<file path="src/rtl/cu_pkg.sv">
// Shared encodings for the multi-cycle RV32I control unit: opcodes, datapath
// select codes, FSM states and the decoded control bundle.
package cu_pkg;

    localparam logic [6:0] OP_LUI    = 7'h37;
    localparam logic [6:0] OP_AUIPC  = 7'h17;
    localparam logic [6:0] OP_JAL    = 7'h6F;
    localparam logic [6:0] OP_JALR   = 7'h67;
    localparam logic [6:0] OP_BRANCH = 7'h63;
    localparam logic [6:0] OP_LOAD   = 7'h03;
    localparam logic [6:0] OP_STORE  = 7'h23;
    localparam logic [6:0] OP_IMM    = 7'h13;
    localparam logic [6:0] OP_REG    = 7'h33;
    localparam logic [6:0] OP_FENCE  = 7'h0F;
    localparam logic [6:0] OP_SYSTEM = 7'h73;

    localparam logic [3:0] ALU_ADD = 4'd0, ALU_SUB = 4'd1, ALU_SLL = 4'd2, ALU_SLT = 4'd3,
                           ALU_SLTU = 4'd4, ALU_XOR = 4'd5, ALU_SRL = 4'd6, ALU_SRA = 4'd7,
                           ALU_OR = 4'd8, ALU_AND = 4'd9;

    localparam logic [3:0] BR_BEQ = 4'd0, BR_BNE = 4'd1, BR_BLT = 4'd2, BR_BGE = 4'd3,
                           BR_JAL = 4'd4, BR_JALR = 4'd5, BR_BLTU = 4'd6, BR_BGEU = 4'd7,
                           BR_NONE = 4'd8;

    localparam logic [2:0] LSU_LB = 3'd0, LSU_LH = 3'd1, LSU_LW = 3'd2, LSU_LBU = 3'd3,
                           LSU_LHU = 3'd4, LSU_SB = 3'd5, LSU_SH = 3'd6, LSU_SW = 3'd7;

    localparam logic [1:0] MEM_NONE = 2'd0, MEM_STORE = 2'd1, MEM_LOAD = 2'd2;

    localparam logic [2:0] IMM_I = 3'd0, IMM_B = 3'd1, IMM_S = 3'd2, IMM_U = 3'd3, IMM_J = 3'd4;

    localparam logic [2:0] RS1_REG = 3'd0, RS1_PC = 3'd1;
    localparam logic [2:0] RS2_REG = 3'd0, RS2_IMM = 3'd1;
    localparam logic [2:0] RD_ALU = 3'd0, RD_LSU = 3'd1, RD_IMM = 3'd2, RD_PC4 = 3'd4;
    localparam logic [2:0] PC_ADD = 3'd0, PC_ALU = 3'd1;

    typedef enum logic [2:0] {
        IDLE, FETCH, DECODE, EXECUTE, MEM_WAIT, WRITEBACK, TRAP
    } state_t;

    typedef struct packed {
        logic       illegal;
        logic       reg_write;
        logic [3:0] alu_opt;
        logic [3:0] br_opt;
        logic [2:0] lsu_opt;
        logic [1:0] mem_op;
        logic [2:0] imm_type;
        logic [2:0] rs1_sel;
        logic [2:0] rs2_sel;
        logic [2:0] reg_sel;
        logic [2:0] pc_sel;
    } ctrl_t;

    // alt selects sub/sra; callers gate it so addi never becomes a subtract.
    function automatic logic [3:0] alu_of(input logic [2:0] funct3, input logic alt);
        case (funct3)
            3'd0:    return alt ? ALU_SUB : ALU_ADD;
            3'd1:    return ALU_SLL;
            3'd2:    return ALU_SLT;
            3'd3:    return ALU_SLTU;
            3'd4:    return ALU_XOR;
            3'd5:    return alt ? ALU_SRA : ALU_SRL;
            3'd6:    return ALU_OR;
            default: return ALU_AND;
        endcase
    endfunction

endpackage

</file>
<file path="src/rtl/cu_decode.sv">
// Combinational RV32I decoder: opcode/funct fields in, control bundle and
// illegal flag out. Register addresses are taken straight from the word by the top.
module cu_decode
    import cu_pkg::*;
(
    input  logic [6:0] opcode,
    input  logic [2:0] funct3,
    input  logic [6:0] funct7,
    output ctrl_t      ctrl
);

    logic funct7_ok;
    assign funct7_ok = (funct7 == 7'h00) || (funct7 == 7'h20);

    always_comb begin
        ctrl        = '0;
        ctrl.br_opt = BR_NONE;
        case (opcode)
            OP_REG: begin
                ctrl.alu_opt   = alu_of(funct3, funct7[5]);
                ctrl.reg_write = 1'b1;
                ctrl.illegal   = !funct7_ok;
            end
            OP_IMM: begin
                ctrl.alu_opt   = alu_of(funct3, (funct3 == 3'd5) && funct7[5]);
                ctrl.rs2_sel   = RS2_IMM;
                ctrl.reg_write = 1'b1;
                ctrl.illegal   = ((funct3 == 3'd1) || (funct3 == 3'd5)) && !funct7_ok;
            end
            OP_LUI: begin
                ctrl.imm_type  = IMM_U;
                ctrl.reg_sel   = RD_IMM;
                ctrl.reg_write = 1'b1;
            end
            OP_AUIPC: begin
                ctrl.imm_type  = IMM_U;
                ctrl.rs1_sel   = RS1_PC;
                ctrl.rs2_sel   = RS2_IMM;
                ctrl.reg_write = 1'b1;
            end
            OP_JAL: begin
                ctrl.imm_type  = IMM_J;
                ctrl.br_opt    = BR_JAL;
                ctrl.reg_sel   = RD_PC4;
                ctrl.reg_write = 1'b1;
            end
            OP_JALR: begin
                ctrl.br_opt    = BR_JALR;
                ctrl.rs2_sel   = RS2_IMM;
                ctrl.pc_sel    = PC_ALU;
                ctrl.reg_sel   = RD_PC4;
                ctrl.reg_write = 1'b1;
            end
            OP_BRANCH: begin
                ctrl.imm_type = IMM_B;
                case (funct3)
                    3'd0:    ctrl.br_opt = BR_BEQ;
                    3'd1:    ctrl.br_opt = BR_BNE;
                    3'd4:    ctrl.br_opt = BR_BLT;
                    3'd5:    ctrl.br_opt = BR_BGE;
                    3'd6:    ctrl.br_opt = BR_BLTU;
                    3'd7:    ctrl.br_opt = BR_BGEU;
                    default: ctrl.illegal = 1'b1;
                endcase
            end
            OP_LOAD: begin
                ctrl.rs2_sel   = RS2_IMM;
                ctrl.reg_sel   = RD_LSU;
                ctrl.mem_op    = MEM_LOAD;
                ctrl.reg_write = 1'b1;
                case (funct3)
                    3'd0:    ctrl.lsu_opt = LSU_LB;
                    3'd1:    ctrl.lsu_opt = LSU_LH;
                    3'd2:    ctrl.lsu_opt = LSU_LW;
                    3'd4:    ctrl.lsu_opt = LSU_LBU;
                    3'd5:    ctrl.lsu_opt = LSU_LHU;
                    default: ctrl.illegal = 1'b1;
                endcase
            end
            OP_STORE: begin
                ctrl.imm_type = IMM_S;
                ctrl.rs2_sel  = RS2_IMM;
                ctrl.mem_op   = MEM_STORE;
                case (funct3)
                    3'd0:    ctrl.lsu_opt = LSU_SB;
                    3'd1:    ctrl.lsu_opt = LSU_SH;
                    3'd2:    ctrl.lsu_opt = LSU_SW;
                    default: ctrl.illegal = 1'b1;
                endcase
            end
            OP_FENCE: ;
            default: ctrl.illegal = 1'b1;  // includes SYSTEM
        endcase
    end

endmodule

</file>
<file path="src/rtl/cu_mc.sv">
// Multi-cycle control unit: FETCH/DECODE/EXECUTE/MEM_WAIT/WRITEBACK sequencer
// with registered datapath controls, memory-wait timeout and sticky error flags.
module cu_mc
    import cu_pkg::*;
#(
    parameter int REG_ADDR_W  = 5,
    parameter int MEM_TIMEOUT = 15,
    parameter int STORE_WAIT  = 1
) (
    input  logic                  clk,
    input  logic                  rst_n,
    input  logic [31:0]           mem_inst,
    input  logic                  inst_valid,
    input  logic                  read_ready,
    input  logic                  write_done,
    output logic                  inst_req,
    output logic                  pc_clk,
    output logic [REG_ADDR_W-1:0] rs1_adr,
    output logic [REG_ADDR_W-1:0] rs2_adr,
    output logic [REG_ADDR_W-1:0] reg_adr,
    output logic [3:0]            alu_opt,
    output logic [3:0]            br_opt,
    output logic [2:0]            lsu_opt,
    output logic [1:0]            mem_op,
    output logic                  write_enb,
    output logic [2:0]            imm_type,
    output logic [2:0]            rs1_mux_select,
    output logic [2:0]            rs2_mux_select,
    output logic [2:0]            reg_mux_select,
    output logic [2:0]            pc_mux_select,
    output logic                  illegal_inst,
    output logic                  mem_timeout_err,
    output logic                  busy,
    output state_t                fsm_state
);

    localparam int CW = (MEM_TIMEOUT > 0) ? $clog2(MEM_TIMEOUT + 1) : 1;
    localparam logic [CW-1:0] LIMIT = (MEM_TIMEOUT > 0) ? CW'(MEM_TIMEOUT - 1) : '0;

    state_t          state;
    logic [31:0]     inst_q;
    logic [CW-1:0]   wait_cnt;
    ctrl_t           ctrl;
    logic            needs_wait;
    logic            handshake;
    logic            rd_write;

    cu_decode u_decode (
        .opcode (inst_q[6:0]),
        .funct3 (inst_q[14:12]),
        .funct7 (inst_q[31:25]),
        .ctrl   (ctrl)
    );

    // Handshakes are level-sampled on each rising edge: inst_valid only in FETCH,
    // read_ready only for a load and write_done only for a store, both in MEM_WAIT.
    assign needs_wait = (ctrl.mem_op == MEM_LOAD) || ((ctrl.mem_op == MEM_STORE) && (STORE_WAIT != 0));
    assign handshake  = ((ctrl.mem_op == MEM_LOAD) && read_ready) ||
                        ((ctrl.mem_op == MEM_STORE) && write_done);
    assign rd_write   = ctrl.reg_write && (inst_q[7 +: REG_ADDR_W] != '0);
    assign fsm_state  = state;

    always_ff @(posedge clk or negedge rst_n) begin
        if (!rst_n) begin
            state           <= IDLE;
            inst_q          <= '0;
            wait_cnt        <= '0;
            inst_req        <= 1'b0;
            pc_clk          <= 1'b0;
            rs1_adr         <= '0;
            rs2_adr         <= '0;
            reg_adr         <= '0;
            alu_opt         <= ALU_ADD;
            br_opt          <= BR_NONE;
            lsu_opt         <= '0;
            mem_op          <= MEM_NONE;
            write_enb       <= 1'b0;
            imm_type        <= '0;
            rs1_mux_select  <= '0;
            rs2_mux_select  <= '0;
            reg_mux_select  <= '0;
            pc_mux_select   <= '0;
            illegal_inst    <= 1'b0;
            mem_timeout_err <= 1'b0;
            busy            <= 1'b0;
        end else begin
            case (state)
                IDLE: begin
                    state    <= FETCH;
                    inst_req <= 1'b1;
                end
                FETCH: begin
                    if (inst_valid) begin
                        inst_q   <= mem_inst;
                        state    <= DECODE;
                        inst_req <= 1'b0;
                        busy     <= 1'b1;
                    end
                end
                DECODE: begin
                    rs1_adr        <= inst_q[15 +: REG_ADDR_W];
                    rs2_adr        <= inst_q[20 +: REG_ADDR_W];
                    reg_adr        <= inst_q[7 +: REG_ADDR_W];
                    alu_opt        <= ctrl.alu_opt;
                    br_opt         <= ctrl.br_opt;
                    lsu_opt        <= ctrl.lsu_opt;
                    imm_type       <= ctrl.imm_type;
                    rs1_mux_select <= ctrl.rs1_sel;
                    rs2_mux_select <= ctrl.rs2_sel;
                    reg_mux_select <= ctrl.reg_sel;
                    pc_mux_select  <= ctrl.pc_sel;
                    if (ctrl.illegal) begin
                        state        <= TRAP;
                        illegal_inst <= 1'b1;
                    end else begin
                        state  <= EXECUTE;
                        // A non-waiting store shows MEM_OP only during EXECUTE.
                        mem_op <= needs_wait ? MEM_NONE : ctrl.mem_op;
                    end
                end
                EXECUTE: begin
                    wait_cnt <= '0;
                    if (needs_wait) begin
                        state  <= MEM_WAIT;
                        mem_op <= ctrl.mem_op;
                    end else begin
                        state     <= WRITEBACK;
                        mem_op    <= MEM_NONE;
                        pc_clk    <= 1'b1;
                        write_enb <= rd_write;
                    end
                end
                MEM_WAIT: begin
                    if (handshake) begin
                        state     <= WRITEBACK;
                        mem_op    <= MEM_NONE;
                        pc_clk    <= 1'b1;
                        write_enb <= rd_write;
                    end else if ((MEM_TIMEOUT != 0) && (wait_cnt == LIMIT)) begin
                        state           <= TRAP;
                        mem_op          <= MEM_NONE;
                        mem_timeout_err <= 1'b1;
                    end else if (wait_cnt != '1) begin
                        wait_cnt <= wait_cnt + 1'b1;
                    end
                end
                WRITEBACK: begin
                    state     <= FETCH;
                    pc_clk    <= 1'b0;
                    write_enb <= 1'b0;
                    inst_req  <= 1'b1;
                    busy      <= 1'b0;
                end
                TRAP: begin
                    pc_clk    <= 1'b0;
                    write_enb <= 1'b0;
                    mem_op    <= MEM_NONE;
                    inst_req  <= 1'b0;
                end
                default: state <= IDLE;
            endcase
        end
    end

endmodule

</file>
<file path="config.mk">
export PLATFORM = sky130hd
export DESIGN_NAME = cu_mc
export DESIGN_NICKNAME = d
export VERILOG_FILES = /design/src/rtl/cu_pkg.sv /design/src/rtl/cu_decode.sv /design/src/rtl/cu_mc.sv
export SDC_FILE = /design/constraint.sdc
export NUM_CORES = 1
export LEC_CHECK = 0
export CAP_MARGIN = 20
export CORE_UTILIZATION = 40
export CTS_CLUSTER_DIAMETER = 30
export DETAILED_ROUTE_END_ITERATION = 12
export PLACE_DENSITY = 0.72
export SETUP_SLACK_MARGIN = 0.3
export SLEW_MARGIN = 20
export SYNTH_ARGS = -nofsm -noshare
export SYNTH_HDL_FRONTEND = slang
export SYNTH_SLANG_ARGS = --single-unit
</file>
<file path="constraint.sdc">
create_clock -name clk -period 2.4 [get_ports clk]
set_input_delay 0.24 -clock clk [delete_from_list [all_inputs] [get_ports clk]]
set_output_delay 0.24 -clock clk [all_outputs]
set_load 0.05 [all_outputs]
</file>
==> results.sh, run 1 <==
export IMPL_yosysWarnings=0
export IMPL_drc_errors=0
export IMPL_hp_class="in2async"
export IMPL_synth_area_um2=3970
export IMPL_grt_usage_pct=19.1
export IMPL_final_common_cell="dfrtp_1"
export IMPL_cp_slowest_stage_delay_ns=0.40
export IMPL_switching_power_mw=3.01
export IMPL_grt_setup_unrepaired="true"
export IMPL_syn_inst=385
export IMPL_grt_pass1_wl_um=15200
export IMPL_setup_viol=0
export IMPL_r2r_slack_ns=0.27
export IMPL_pin_count=89
export IMPL_clk_latency_ns=0.36
export IMPL_power_total_mw=6.75
export IMPL_drt_pass1_iterations=4
export IMPL_cts_buffers_inserted=9
export IMPL_rows=35
export IMPL_ant_nets=0
export IMPL_drt_initial_drc_count=304
export IMPL_grt_max_degree=44
export IMPL_cp_top_family="simple AND/OR/NAND/NOR gates"
export IMPL_die_h_um=102
export IMPL_ir_worst_vdd_v=0.000556
export IMPL_fin_util_pct=56.5
export IMPL_slowest_stage="dfrtp_1"
export IMPL_synth_cell_types=61
export IMPL_endpoint_kind="register"
export IMPL_clockPowerShare_pct=15.3
export IMPL_post_place_cells=584
export IMPL_port_buffers=82
export IMPL_leakagePower_nw=2.28
export IMPL_finalHoldViolations=0
export IMPL_vias=3192
export IMPL_final_cell_mix="dfrtp_1, nand2_1, clkdlybuf4s50_1"
export IMPL_crit_arrival_ns=2.36
export IMPL_internal_power_mw=3.73
export IMPL_cp_start_kind="register"
export IMPL_hold_slack_ns=0.401
export IMPL_synthFlopType="dfrtp_1"
export IMPL_fin_cells=611
export IMPL_swShare_pct=44.7
export IMPL_start_util_pct=42.1
export IMPL_status="finished clean"
export IMPL_antenna_found_initial=0
export IMPL_viasPerCell=5.22
export IMPL_fmax_mhz=470
export IMPL_drt_wl_total_um=9350
export IMPL_crit_path_cell_trace="nand3b_4 -> nor4_4 -> nand2_2 -> inv_2 -> ha_4 -> a22oi_2 -> a21boi_2 -> o22ai_2 -> o311ai_2 -> nand3_1"
export IMPL_place_gp_congestion=0.902
export IMPL_globalRoute_totalOverflow=0
export IMPL_path_max_fanout=4
export IMPL_wl_per_cell_um=15.3
export IMPL_r2r_start="inst_q[3]$_DFFE_PN0P_"
export IMPL_synth_seq_area_share_pct=51.8
export IMPL_async_reset_ff_share_pct=100
export IMPL_hpwl_um=6510
export IMPL_drive_above_1_share_pct=21.2
export IMPL_share_comb_of_total_power_pct=49.0
export IMPL_period_needed_ns=2.13
export IMPL_reg2reg_to="mem_op[0]$_DFFE_PN0P_"
export IMPL_areaGrowthSynthToFinish_pct=34.2
export IMPL_path_buf_inv=1
export IMPL_path_depth=10
export IMPL_num_antenna_cells=0
export IMPL_grt_pass1_vias=3121
export IMPL_relSlewSlack_pct=60.3
export IMPL_tightest_slew_ns=0.592
export IMPL_cts_sinks=82
export IMPL_synth_seq_cells=82
export IMPL_critical_path_required_ns=2.63
export IMPL_post_route_period_util_pct=88.7
export IMPL_chipWidth_um=102
export IMPL_clock_root_buffer="clkbuf_8"
export IMPL_drv_cap=0
export IMPL_path_clk_slew_ns=0.09
export IMPL_fin_setup_tns_ns=0
export IMPL_path_class="reg2reg"
export IMPL_avgSynthCellArea_um2=10.3
export IMPL_cts_tree="built"
export IMPL_die_area_um2=10300
export IMPL_fin_nets=520
export IMPL_htree_levels=3
export IMPL_clock_skew_ns=0.00776
export IMPL_seq_power_share_pct=35.8
export IMPL_clock_path_buffers=2
export IMPL_core_area_um2=9420
export IMPL_reg2reg_depth=10
export IMPL_power_density_nw_per_um2=1270
export IMPL_synth_edf_count=0
export IMPL_slew_violations=0
==> layer usage <==
layer	part of all wire, %	GRT usage, %	vias up
met5	0	0	-
met4	1.2	7.47	0
met2	45	27.9	127
li1	-	-	1520
met3	9.4	6.35	12
met1	44	26.1	1533
==> layout make-up <==
cell class,instances,area (µm²)
inverter,9,36.3
multi-input combinational,270,1850
clock inverter,7,76.3
timing repair buffer,105,1020
sequential,82,2050
fill,807,4090
tap,129,161
clock buffer,9,124
==> logic make-up (layout without fill, tap and decap cells) <==
family | count (synthesis) | after routing | synth area share (%)
xor gates and xnor gates | 3 | 3 | 0.663
AOI/OAI and AO/OA | 72 | 72 | 12.2
muxes | 31 | 31 | 8.77
other | 1 | 6 | 0.0945
and+or+nand+nor | 152 | 152 | 19.3
adders and majority gates | 6 | 6 | 1.89
buffers and inverters | 38 | 130 | 5.33
DFF | 82 | 82 | 51.8
==> flip-flops by register name, indices dropped and copies added (netlist names), 4 cells and up <==
| signal | cells |
|---|---|
| reg_adr | 5 |
| br_opt | 4 |
| rs2_adr | 5 |
| alu_opt | 4 |
| wait_cnt | 4 |
| inst_q | 32 |
| rs1_adr | 5 |
==> cell usage after synthesis, types with 2 or more instances <==
library cell | count | area (µm²)
a21o_1 | 2 | 15.0
a21boi_1 | 2 | 15.0
nand2b_1 | 5 | 31.3
clkbuf_1 | 6 | 22.5
o311ai_1 | 2 | 17.5
o31ai_1 | 7 | 52.6
nand3_1 | 11 | 55.1
mux2_2 | 30 | 338
o32a_1 | 2 | 20.0
a31oi_1 | 10 | 62.6
a22o_1 | 2 | 17.5
a21oi_1 | 8 | 40.0
nor2b_1 | 5 | 31.3
ha_1 | 6 | 75.1
nor2_1 | 14 | 52.6
dfrtp_1 | 81 | 2030
buf_6 | 2 | 22.5
nand4b_1 | 3 | 26.3
inv_1 | 8 | 30.0
nor3_1 | 6 | 30.0
xnor2_1 | 3 | 26.3
nand4_1 | 3 | 18.8
o21ai_0 | 15 | 75.1
nor4bb_1 | 2 | 20.0
o22ai_1 | 4 | 25.0
or2_2 | 2 | 12.5
buf_4 | 10 | 75.1
and2_1 | 3 | 18.8
o21ai_1 | 2 | 10.0
o211ai_1 | 4 | 30.0
a31o_2 | 2 | 17.5
nand2_1 | 82 | 308
nor4_1 | 2 | 12.5
a22oi_1 | 2 | 15.0
buf_2 | 11 | 55.1
==> worst max-delay path by stage <==
stage                                startpoint                    end  slack, ns
after floorplan           inst_q[6]$_DFFE_PN0P_  mem_op[1]$_DFFE_PN0P_       0.30
after global placement    inst_q[3]$_DFFE_PN0P_  mem_op[1]$_DFFE_PN0P_       0.31
after detailed placement  inst_q[1]$_DFFE_PN0P_  mem_op[1]$_DFFE_PN0P_       0.13
after CTS                 inst_q[3]$_DFFE_PN0P_  write_enb$_DFFE_PN0P_       0.26
after global routing      inst_q[3]$_DFFE_PN0P_  mem_op[1]$_DFFE_PN0P_       0.15
final                     inst_q[3]$_DFFE_PN0P_  mem_op[0]$_DFFE_PN0P_       0.27
==> worst reg2reg max path, cell delays in order, from the launching register on <==
cell	delay [ns]
dfrtp_1	0.40
nand3b_4	0.18
nor4_4	0.26
nand2_2	0.17
inv_2	0.12
ha_4	0.15
a22oi_2	0.08
a21boi_2	0.21
o22ai_2	0.11
o311ai_2	0.23
nand3_1	0.09
==> through the flow <==
step	instance area (µm²)	worst slack [ns]
after floorplan	4000	0.303
after global placement	4930	0.306
after detailed placement	4930	0.135
after CTS	5260	0.257
after global routing	5320	0.149
final	5320	0.271
==> power groups by stage <==
stage	Combinational (mW)	Clock, mW	Sequential, mW
floorplan	1.61	0	3.04
global placement	3.16	0	2.40
global route	3.54	1.11	2.49
CTS	3.26	1.06	2.41
detailed placement	3.22	0	2.42
finish	3.30	1.03	2.41
==> repair_timing <==
action,in CTS,in global routing
gates cloned,0,0
hold buffers,1,0
setup buffers,9,1
setup endpoints to repair,10,14
endpoints found under the hold margin,39,0
resized for setup,17,12
pin swaps,12,12
(Power assumes the default switching activity.)
==> run 2, diff against run 1 <==
Settings changed: SKIP_CTS_REPAIR_TIMING set to 1.
==> run 2 against run 1 <==
Clock power is essentially flat. Register-to-register slack lost 0.12 ns. Routed wire length shrank 0.36%. Final cell count is the same. First-iteration DRC count shrank 14%. Power shrank 0.14%. Die area is the same. Sequential cell count is the same. Design area shrank 0.42%. Clock-buffer cell count is the same. Combinational power is essentially flat. Clock skew grew 0.00093 ns. Critical endpoint is now wait_cnt[1]$_DFFE_PN0P_. Largest power group unchanged.
==> results.sh, run 2 (same netlist as run 1, synthesis figures left out) <==
export IMPL_slew_violations=0
export IMPL_core_area_um2=9420
export IMPL_fin_nets=520
export IMPL_power_density_nw_per_um2=1270
export IMPL_cp_slowest_stage_delay_ns=0.40
export IMPL_multi_input_area_um2=1820
export IMPL_wl_per_cell_um=15.3
export IMPL_fin_util_pct=56.3
export IMPL_crit_path_cell_trace="nand3b_4 -> nor4_4 -> nand2_2 -> buf_4 -> ha_4 -> a22oi_2 -> a21boi_2 -> or2_2 -> o2bb2ai_1"
export IMPL_endpoint_kind="register"
export IMPL_fillers=809
export IMPL_die_area_um2=10300
export IMPL_grt_max_degree=44
export IMPL_cts_sinks=82
export IMPL_globalRoute_totalOverflow=0
export IMPL_port_buffers=82
export IMPL_clock_root_buffer="clkbuf_8"
export IMPL_die_h_um=102
export IMPL_cp_start_kind="register"
export IMPL_drive_above_1_share_pct=20.7
export IMPL_critical_path_required_ns=2.65
export IMPL_post_route_period_util_pct=93.9
export IMPL_fmax_mhz=444
export IMPL_switching_power_mw=3.01
export IMPL_tightest_slew_ns=0.597
export IMPL_cts_tree="built"
export IMPL_start_util_pct=42.1
export IMPL_areaGrowthSynthToFinish_pct=33.6
export IMPL_clk_latency_ns=0.36
export IMPL_final_seq_area_um2=2050
export IMPL_grt_pass1_wl_um=14800
export IMPL_fin_ws_ns=0.147
export IMPL_hpwl_um=6510
export IMPL_relSlewSlack_pct=60.2
export IMPL_status="finished clean"
export IMPL_fin_setup_tns_ns=0
export IMPL_clock_path_buffers=2
export IMPL_drc_errors=0
export IMPL_grt_pass1_vias=2979
export IMPL_path_clk_slew_ns=0.09
export IMPL_clock_skew_ns=0.00869
export IMPL_slowest_stage="dfrtp_1"
export IMPL_drv_cap=0
export IMPL_ir_worst_vdd_v=0.000557
export IMPL_grt_usage_pct=18.6
export IMPL_drt_pass1_iterations=7
export IMPL_htree_levels=3
export IMPL_internal_power_mw=3.73
export IMPL_chipWidth_um=102
export IMPL_finalHoldViolations=0
export IMPL_cts_buffers_inserted=9
export IMPL_crit_arrival_ns=2.51
export IMPL_place_gp_congestion=0.902
export IMPL_regMostFlops="inst_q"
export IMPL_leakagePower_nw=2.30
export IMPL_period_needed_ns=2.25
export IMPL_final_cell_mix="nand2_1, dfrtp_1, clkdlybuf4s50_1"
export IMPL_drt_wl_total_um=9320
export IMPL_swShare_pct=44.6
export IMPL_antenna_found_initial=0
export IMPL_path_max_fanout=4
export IMPL_drt_initial_drc_count=262
export IMPL_hp_class="in2async"
export IMPL_path_class="reg2reg"
export IMPL_setup_viol=0
export IMPL_dp_slack_ns=0.135
export IMPL_rows=35
export IMPL_largest_reg_flops=32
export IMPL_clockPowerShare_pct=15.4
export IMPL_vias=3217
export IMPL_share_comb_of_total_power_pct=48.9
export IMPL_grt_setup_unrepaired="true"
export IMPL_num_antenna_cells=0
export IMPL_seq_power_share_pct=35.7
export IMPL_ant_nets=0
export IMPL_pin_count=89
export IMPL_viasPerCell=5.27
run 2: cell types whose count changed in the layout (fill, tap and decap cells not counted), sizes merged:
cell	delta
dlygate4sd2	-3
dlymetal6s2s	+3
run 2: final cells by class:
type,instances,area share [%]
Clock buffer,9,2.34
Clock inverter,7,1.44
Inverter,9,0.685
Multi-Input combinational cell,270,34.4
Sequential cell,82,38.8
Tap cell,129,3.05
Timing Repair Buffer,105,19.4
run 2: layer usage:
layer / track usage (%) / vias up / routed length [µm]
met5: 0 / - / 0
met4: 6.02 / 0 / 136
met3: 6.42 / 14 / 907
met2: 26.8 / 151 / 4180
met1: 26.0 / 1529 / 4090
li1: - / 1523 / -
run 2: critical path: cells and delay by family (launching register included):
| kind | cells | cell delay (ns) |
|---|---|---|
| buffers and inverters | 1 | 0.17 |
| adders and majority gates | 1 | 0.16 |
| AOI/OAI and AO/OA | 3 | 0.47 |
| DFF | 1 | 0.40 |
| and+or+nand+nor | 4 | 0.94 |
run 2: power by group through the flow:
stage | registers, mW | clock network, mW | logic [mW]
after global routing | 2.49 | 1.11 | 3.52
after CTS | 2.40 | 1.06 | 3.23
after detailed placement | 2.42 | 0 | 3.22
after global placement | 2.40 | 0 | 3.16
final | 2.41 | 1.04 | 3.29
after floorplan | 3.04 | 0 | 1.61
run 2: path summary, 6_finish.rpt:
kind	depth (start not counted)	endpoint	slack, ns	startpoint
min in group clk	3	inst_q[14]$_DFFE_PN0P_	0.43	mem_inst[14]
min	2	inst_q[17]$_DFFE_PN0P_	0.40	rst_n
max in group asynchronous	3	br_opt[3]$_DFFE_PN1P_	1.33	rst_n
min reg2reg	2	rs1_adr[2]$_DFFE_PN0P_	0.47	inst_q[17]$_DFFE_PN0P_
max reg2reg	9	wait_cnt[1]$_DFFE_PN0P_	0.15	inst_q[3]$_DFFE_PN0P_
max	9	wait_cnt[1]$_DFFE_PN0P_	0.15	inst_q[3]$_DFFE_PN0P_
run 2: per-stage QoR:
| stage | area [µm²] | power, mW | hold WS, ns | cells |
|---|---|---|---|---|
| floorplan | 4000 | 4.65 | -0.0556 | 390 |
| global placement | 4930 | 5.56 | 0.248 | 584 |
| detailed placement | 4930 | 5.64 | 0.255 | 584 |
| CTS | 5130 | 6.68 | -0.140 | 600 |
| global route | 5300 | 7.12 | 0.436 | 611 |
| finish | 5300 | 6.74 | 0.398 | 611 |
